`config.mk`:
```
export PLATFORM = sky130hd
export DESIGN_NAME = sif_xa_bridge
export DESIGN_NICKNAME = d
export VERILOG_FILES = /design/src/rtl/sif_pkg.sv /design/src/rtl/sif_req_fifo.sv /design/src/rtl/sif_xa_bridge.sv
export SDC_FILE = /design/constraint.sdc
export NUM_CORES = 1
export LEC_CHECK = 0
export ABC_AREA = 1
export CORE_MARGIN = 4
export CORE_UTILIZATION = 50
export CTS_BUF_LIST = sky130_fd_sc_hd__clkbuf_16
export CTS_CLUSTER_DIAMETER = 60
export DETAILED_ROUTE_END_ITERATION = 8
export PLACE_DENSITY = 0.79
export SETUP_SLACK_MARGIN = 0.05
export SYNTH_ARGS = -nofsm -noshare
export SYNTH_HDL_FRONTEND = slang
export SYNTH_SLANG_ARGS = --single-unit
```
`constraint.sdc`:
```
create_clock -name clk -period 7.3 [get_ports clk]
set_clock_uncertainty 0.2 [all_clocks]
set_input_delay 2.19 -clock clk [delete_from_list [all_inputs] [get_ports clk]]
set_output_delay 2.19 -clock clk [all_outputs]
set_load 0.02 [all_outputs]
```
`src/rtl/sif_pkg.sv`:
```
// Shared types for the XA-to-WA request bridge: FSM states, the XA op
// decode and the queued request layout.
package sif_pkg;

    // Default widths of the bridge; s_sif_req is laid out at these widths.
    localparam int SIF_ADDR_W = 8;
    localparam int SIF_DATA_W = 16;

    typedef enum logic {
        S_IDLE,
        S_WAIT_ACK
    } E_BridgeState;

    // Encoding matches {xa_wr_s, xa_rd_s} bit for bit.
    typedef enum logic [1:0] {
        OP_IDLE    = 2'b00,
        OP_READ    = 2'b01,
        OP_WRITE   = 2'b10,
        OP_ILLEGAL = 2'b11
    } e_sif_op;

    // A queued request: only WRITE/READ are ever stored, so one bit of op suffices.
    typedef struct packed {
        logic                  is_write;
        logic [SIF_ADDR_W-1:0] addr;
        logic [SIF_DATA_W-1:0] wdata;
    } s_sif_req;

    function automatic e_sif_op decode_op(input logic wr_s, input logic rd_s);
        return e_sif_op'({wr_s, rd_s});
    endfunction

endpackage

```
`src/rtl/sif_req_fifo.sv`:
```
// Request queue: DEPTH entries (power of two), pointers wrap modulo DEPTH,
// count runs 0..DEPTH. Push while full and pop while empty are ignored.
module sif_req_fifo #(
    parameter int DEPTH = 4,
    parameter int WIDTH = 25
) (
    input  logic             clk,
    input  logic             rst_n,
    input  logic             push,
    input  logic             pop,
    input  logic [WIDTH-1:0] din,
    output logic [WIDTH-1:0] dout,
    output logic             full,
    output logic             empty
);

    localparam int PTR_W = $clog2(DEPTH);
    localparam int CNT_W = PTR_W + 1;
    localparam logic [CNT_W-1:0] FULL_CNT = CNT_W'(DEPTH);

    logic [WIDTH-1:0] mem [DEPTH];
    logic [PTR_W-1:0] wr_ptr;
    logic [PTR_W-1:0] rd_ptr;
    logic [CNT_W-1:0] count;
    logic             do_push;
    logic             do_pop;

    assign full    = (count == FULL_CNT);
    assign empty   = (count == '0);
    assign do_push = push && !full;
    assign do_pop  = pop && !empty;
    assign dout    = mem[rd_ptr];

    // Entry storage.
    // NOTE: the array has no reset; an entry is never read before it is written, so clearing it only costs logic.
    always_ff @(posedge clk) begin
        if (do_push) begin
            mem[wr_ptr] <= din;
        end
    end

    // Pointers and occupancy count.
    // NOTE: non-blocking assignments so every register samples pre-edge values, independent of block order.
    always_ff @(posedge clk or negedge rst_n) begin
        if (!rst_n) begin
            wr_ptr <= '0;
            rd_ptr <= '0;
            count  <= '0;
        end else begin
            if (do_push) wr_ptr <= wr_ptr + PTR_W'(1);
            if (do_pop)  rd_ptr <= rd_ptr + PTR_W'(1);
            case ({do_push, do_pop})
                2'b10:   count <= count + CNT_W'(1);
                2'b01:   count <= count - CNT_W'(1);
                default: count <= count;
            endcase
        end
    end

endmodule

```
`src/rtl/sif_xa_bridge.sv`:
```
// XA-to-WA bridge: queues XA WRITE/READ requests and replays them in order
// as single strobed WA transactions, returning read data to XA.
// Optional macro SIF_BRIDGE_TIMEOUT_EN: abandon a WA transfer after TIMEOUT
// cycles without wa_ack and report it on xa_err.
module sif_xa_bridge
    import sif_pkg::*;
#(
    parameter int ADDR_W  = SIF_ADDR_W,
    parameter int DATA_W  = SIF_DATA_W,
    parameter int DEPTH   = 4,
    parameter int TIMEOUT = 16
) (
    input  logic              clk,
    input  logic              rst_n,
    input  logic              xa_wr_s,
    input  logic              xa_rd_s,
    input  logic [ADDR_W-1:0] xa_addr,
    input  logic [DATA_W-1:0] xa_wdata,
    output logic              xa_ready,
    output logic [DATA_W-1:0] xa_rdata,
    output logic              xa_rvalid,
    output logic              xa_err,
    output logic              wa_wr_s,
    output logic              wa_rd_s,
    output logic [ADDR_W-1:0] wa_addr,
    output logic [DATA_W-1:0] wa_wdata,
    input  logic              wa_ack,
    input  logic [DATA_W-1:0] wa_rdata
);

    // Same field order as s_sif_req, sized by this instance's parameters.
    typedef struct packed {
        logic              is_write;
        logic [ADDR_W-1:0] addr;
        logic [DATA_W-1:0] wdata;
    } req_t;

    E_BridgeState state, state_next;
    e_sif_op      op;
    req_t         push_req;
    req_t         head;
    logic         full, empty;
    logic         push, pop;
    logic         wr_next, rd_next, rvalid_next, err_next;
    logic         load_wa, load_rdata;
    logic         timed_out;

    assign op       = decode_op(xa_wr_s, xa_rd_s);
    assign xa_ready = !full;
    assign push     = ((op == OP_WRITE) || (op == OP_READ)) && xa_ready;
    assign push_req = '{is_write: (op == OP_WRITE), addr: xa_addr, wdata: xa_wdata};

    sif_req_fifo #(
        .DEPTH (DEPTH),
        .WIDTH (1 + ADDR_W + DATA_W)
    ) u_fifo (
        .clk   (clk),
        .rst_n (rst_n),
        .push  (push),
        .pop   (pop),
        .din   (push_req),
        .dout  (head),
        .full  (full),
        .empty (empty)
    );

`ifdef SIF_BRIDGE_TIMEOUT_EN
    localparam int TO_W = $clog2(TIMEOUT + 1);
    logic [TO_W-1:0] to_cnt;

    assign timed_out = (state == S_WAIT_ACK) && !wa_ack && (to_cnt == TO_W'(TIMEOUT - 1));

    // Cycles spent waiting for wa_ack; restarts at zero for every transfer.
    always_ff @(posedge clk or negedge rst_n) begin
        if (!rst_n) begin
            to_cnt <= '0;
        end else if (state == S_WAIT_ACK && state_next == S_WAIT_ACK) begin
            to_cnt <= to_cnt + TO_W'(1);
        end else begin
            to_cnt <= '0;
        end
    end
`else
    logic unused_timeout;
    assign unused_timeout = ^TIMEOUT;
    assign timed_out      = 1'b0;
`endif

    // Next-state and next-output decode for the WA transfer FSM.
    // NOTE: every output gets a default first so no path can leave one unassigned and infer a latch.
    always_comb begin
        state_next  = state;
        pop         = 1'b0;
        wr_next     = wa_wr_s;
        rd_next     = wa_rd_s;
        rvalid_next = 1'b0;
        err_next    = (op == OP_ILLEGAL);
        load_wa     = 1'b0;
        load_rdata  = 1'b0;
        case (state)
            S_IDLE: begin
                if (!empty) begin
                    pop        = 1'b1;
                    load_wa    = 1'b1;
                    wr_next    = head.is_write;
                    rd_next    = !head.is_write;
                    state_next = S_WAIT_ACK;
                end
            end
            S_WAIT_ACK: begin
                if (wa_ack) begin
                    wr_next     = 1'b0;
                    rd_next     = 1'b0;
                    rvalid_next = wa_rd_s;
                    load_rdata  = wa_rd_s;
                    state_next  = S_IDLE;
                end else if (timed_out) begin
                    wr_next    = 1'b0;
                    rd_next    = 1'b0;
                    err_next   = 1'b1;
                    state_next = S_IDLE;
                end
            end
            default: state_next = S_IDLE;
        endcase
    end

    // State and registered XA/WA outputs.
    always_ff @(posedge clk or negedge rst_n) begin
        if (!rst_n) begin
            state     <= S_IDLE;
            wa_wr_s   <= 1'b0;
            wa_rd_s   <= 1'b0;
            wa_addr   <= '0;
            wa_wdata  <= '0;
            xa_rdata  <= '0;
            xa_rvalid <= 1'b0;
            xa_err    <= 1'b0;
        end else begin
            state     <= state_next;
            wa_wr_s   <= wr_next;
            wa_rd_s   <= rd_next;
            xa_rvalid <= rvalid_next;
            xa_err    <= err_next;
            if (load_wa) begin
                wa_addr  <= head.addr;
                wa_wdata <= head.wdata;
            end
            if (load_rdata) begin
                xa_rdata <= wa_rdata;
            end
        end
    end

endmodule
```
==> results.md <==
- Post-synthesis cell type with the largest combined area: edfxtp_1
- Placed Cells: about 860
- Skew-Pair Late Insertion Delay: 420 ps
- Hold buffer count at cts: 0
- Final hold violations: 0
- Die height: roughly 120 um
- Fmax: 0.244 GHz
- Initial antenna violation count: 0
- N_diodes: 0
- # Max-Cap Violations: 0
- Outcome: finished clean
- Vias in the first global route: between 4000 and 5000
- Post-route setup TNS: 0 ps
- Critical path type: input pin to flop
- Non-Filler Instances: 896
- VDD IR max: roughly 0.00023 V
- Bufs and invs on worst path: 5
- Die area: 0.0146 sq mm
- Ys Warns: 0
- Worst hold start: xa_rdata[15]
- Largest family of logic cells by synthesized area: simple AND/OR/NAND/NOR gates
- Layout cell share with drive strength beyond 1: 0.0632
- Worst min-delay path class: flop to flop
- CTS HTree Levels: 4
- Relative slew slack: 0.239
- Total grt overflow: 0
- Critical path origin: xa_rd_s
- Overall routing resource usage: 0.195
- 1st-iter DRT viols: 298
- Initial core utilization: 0.521
- Crit path time final: around 4100 ps
- Maximum buffer depth of the clock tree: 2
- Slew Limit Fails: 0
- Arr. time, crit path: between 4000 and 5000 ps
- Reg2reg start: u_fifo.rd_ptr[0]
- First-pass GRT wire length: between 20 and 25 mm
- Drt drc: 0
- Fin Hold WS: 276 ps
- Antenna-violating nets left: 0
- Crit-path cells: clkdlybuf4s50_1 > inv_1 > ha_1 > inv_1 > nand2_2 > ha_1 > inv_1 > fa_1 > inv_1 > nand2_1 > nand3b_1 > xor2_1
- Setup crit start kind: input pin
- Setup violations, final: 0
- Routed len/inst: between 10 and 15 um
- Row count: 40
- Mean Syn Cell Area: 10.2 sq um
- Adder-cell share of the synthesized area: 0.0169
- CTS resizes: 0
- Synth Instances: 625
- Synth Area in Simple Gates: 0.201
- Port bufs: 89
- Vias per cell: 4.86
- Required time of the worst setup path: 7440 ps
- Netlist cell types: 24
- Largest net degree at the start of global routing: 53
- Synth Net Count: between 600 and 700
- Power Density: 432 mW/mm^2
- Synth Register Bits: 152
- Final worst slack: 3200 ps
- Sequential area share after synthesis: 0.676
- Synthesis-to-finish area growth: 24.6%
- Width of the die: 121 um
- Core Region: 0.0122 sq mm
- Slowest stage cell, crit path: clkdlybuf4s50_1
- CP peak stage delay: 480 ps
- Synthesized cell area: 0.00636 sq mm
- CP Capture Type: flop
- Synth Area in Compound Gates: 0.00551
- Synth area leaders: edfxtp_1 47%, dfrtp_1 20%, nand2_1 15%
- # IOs: 90
- Cell family with most CP delay: adder cells
- Synth Area in XOR/XNOR: 0.00551
- NumNets Final: about 770
- WL final: 13.2 mm
- Fillers: around 960
- Crit-path most repeated cell: inv_1
- CTS Buf Count: 17
- Top cell type's share of synthesized area: 0.472
- Crit-path max FO: 8
- CTS Sinks: 152
- P_leak: approximately 3.7 nW
- DR vias: 4358
- Post-DP HPWL: 8.33 mm
- DR pass1 iterations: 5
- Post-Place Setup Slack: 2770 ps
- CTS root buffer: clkbuf_16
- Reg clk slew, reported paths: roughly 60 ps
- CTS tree: done
- Final period utilization: 0.562
- Post-synthesis mux area share: 0
- # Post-CTS Setup Buffers: 0
- Total power: 0.00342 W
- RSZ-0062 raised after global routing: no
- RD Place Congestion: 0.749
- Worst-Margin Slew: roughly 1100 ps
==> through the flow <==
step | cell area (sq um) | utilization
floorplan | 6360 | -
global placement | 7340 | 0.601
detailed placement | 7340 | 0.601
CTS | 7930 | 0.649
global route | 7930 | 0.649
finish | 7930 | 0.649
==> sequential cells by signal (all words and copies together), names as in the netlist <==
register,count
state,1
u_fifo.count,3
u_fifo.mem,100
u_fifo.rd_ptr,2
u_fifo.wr_ptr,2
wa_addr,8
wa_rd_s,1
wa_wdata,16
wa_wr_s,1
xa_err,1
xa_rdata,16
xa_rvalid,1
==> synth_stat cells, drive strengths merged <==
cell type  count
a21oi          4
buf           23
dfrtp         52
edfxtp       100
fa             1
ha             7
inv          115
nand2        256
nand3         53
nand3b         1
nor2           6
o21ai          3
xnor2          1
xor2           3
==> layout make-up <==
cell class	count	area [sq um]	area share
sequential	152	4310	0.543
multi-input combinational	335	1460	0.185
timing repair buffer	94	923	0.116
clock buffer	18	450	0.0568
inverter	115	434	0.0548
tap	168	210	0.0265
clock inverter	14	139	0.0175
==> report_power, final <==
group	internal [W]	switching [W]
Combinational	0.000461	0.000737
Clock	0.000546	0.000313
Sequential	0.00119	0.000176
==> path summary, 6_finish.rpt <==
path	endpoint	slack, ps	cells after the start
worst max-delay path	u_fifo.count[2]	3200	12
worst min-delay path	xa_rdata[15]	280	2
worst max register to register	wa_wdata[15]	4780	6
worst min register to register	xa_rdata[15]	280	2
max in group asynchronous	u_fifo.rd_ptr[0]	4530	2
min in group asynchronous	wa_wdata[2]	1490	1
==> routing by layer <==
| metal | vias to the layer above | GRT usage | routed length [um] |
|---|---|---|---|
| met2 | 135 | 0.339 | 6800 |
| li1 | 2109 | - | - |
| met3 | 23 | 0.0524 | 677 |
| met4 | 0 | 0.0807 | 260 |
| met1 | 2091 | 0.229 | 5420 |
| met5 | - | 0 | 0 |
==> layout by cell type, fill, tap and decap left out, types with 2 or more instances in the layout <==
cell	instances
a21oi_1	4
buf_4	5
bufinv_16	3
clkbuf_16	18
clkdlybuf4s50_1	88
clkinv_1	4
clkinv_2	3
dfrtp_1	51
edfxtp_1	100
ha_1	7
inv_1	113
inv_2	4
nand2_1	253
nand2_2	2
nand3_1	52
nor2_2	5
o21ai_0	2
xor2_1	3
==> cells by family (layout without fill, tap and decap cells) <==
family | count (synthesis) | in the layout
AO/OA/AOI/OAI | 7 | 7
XOR/XNOR | 4 | 4
adder cells (fa/ha/maj) | 8 | 8
buffers and inverters | 138 | 241
flip-flops | 152 | 152
AND/OR/NAND/NOR | 316 | 316
==> worst reg2reg max path: stages, from the launching register on <==
cell	delay, ps
dfrtp_2	1000
inv_2	650
nand2_1	230
nand3_1	120
nand2_1	120
nand2_1	60
nand2_1	80
(Power assumes the default switching activity.)
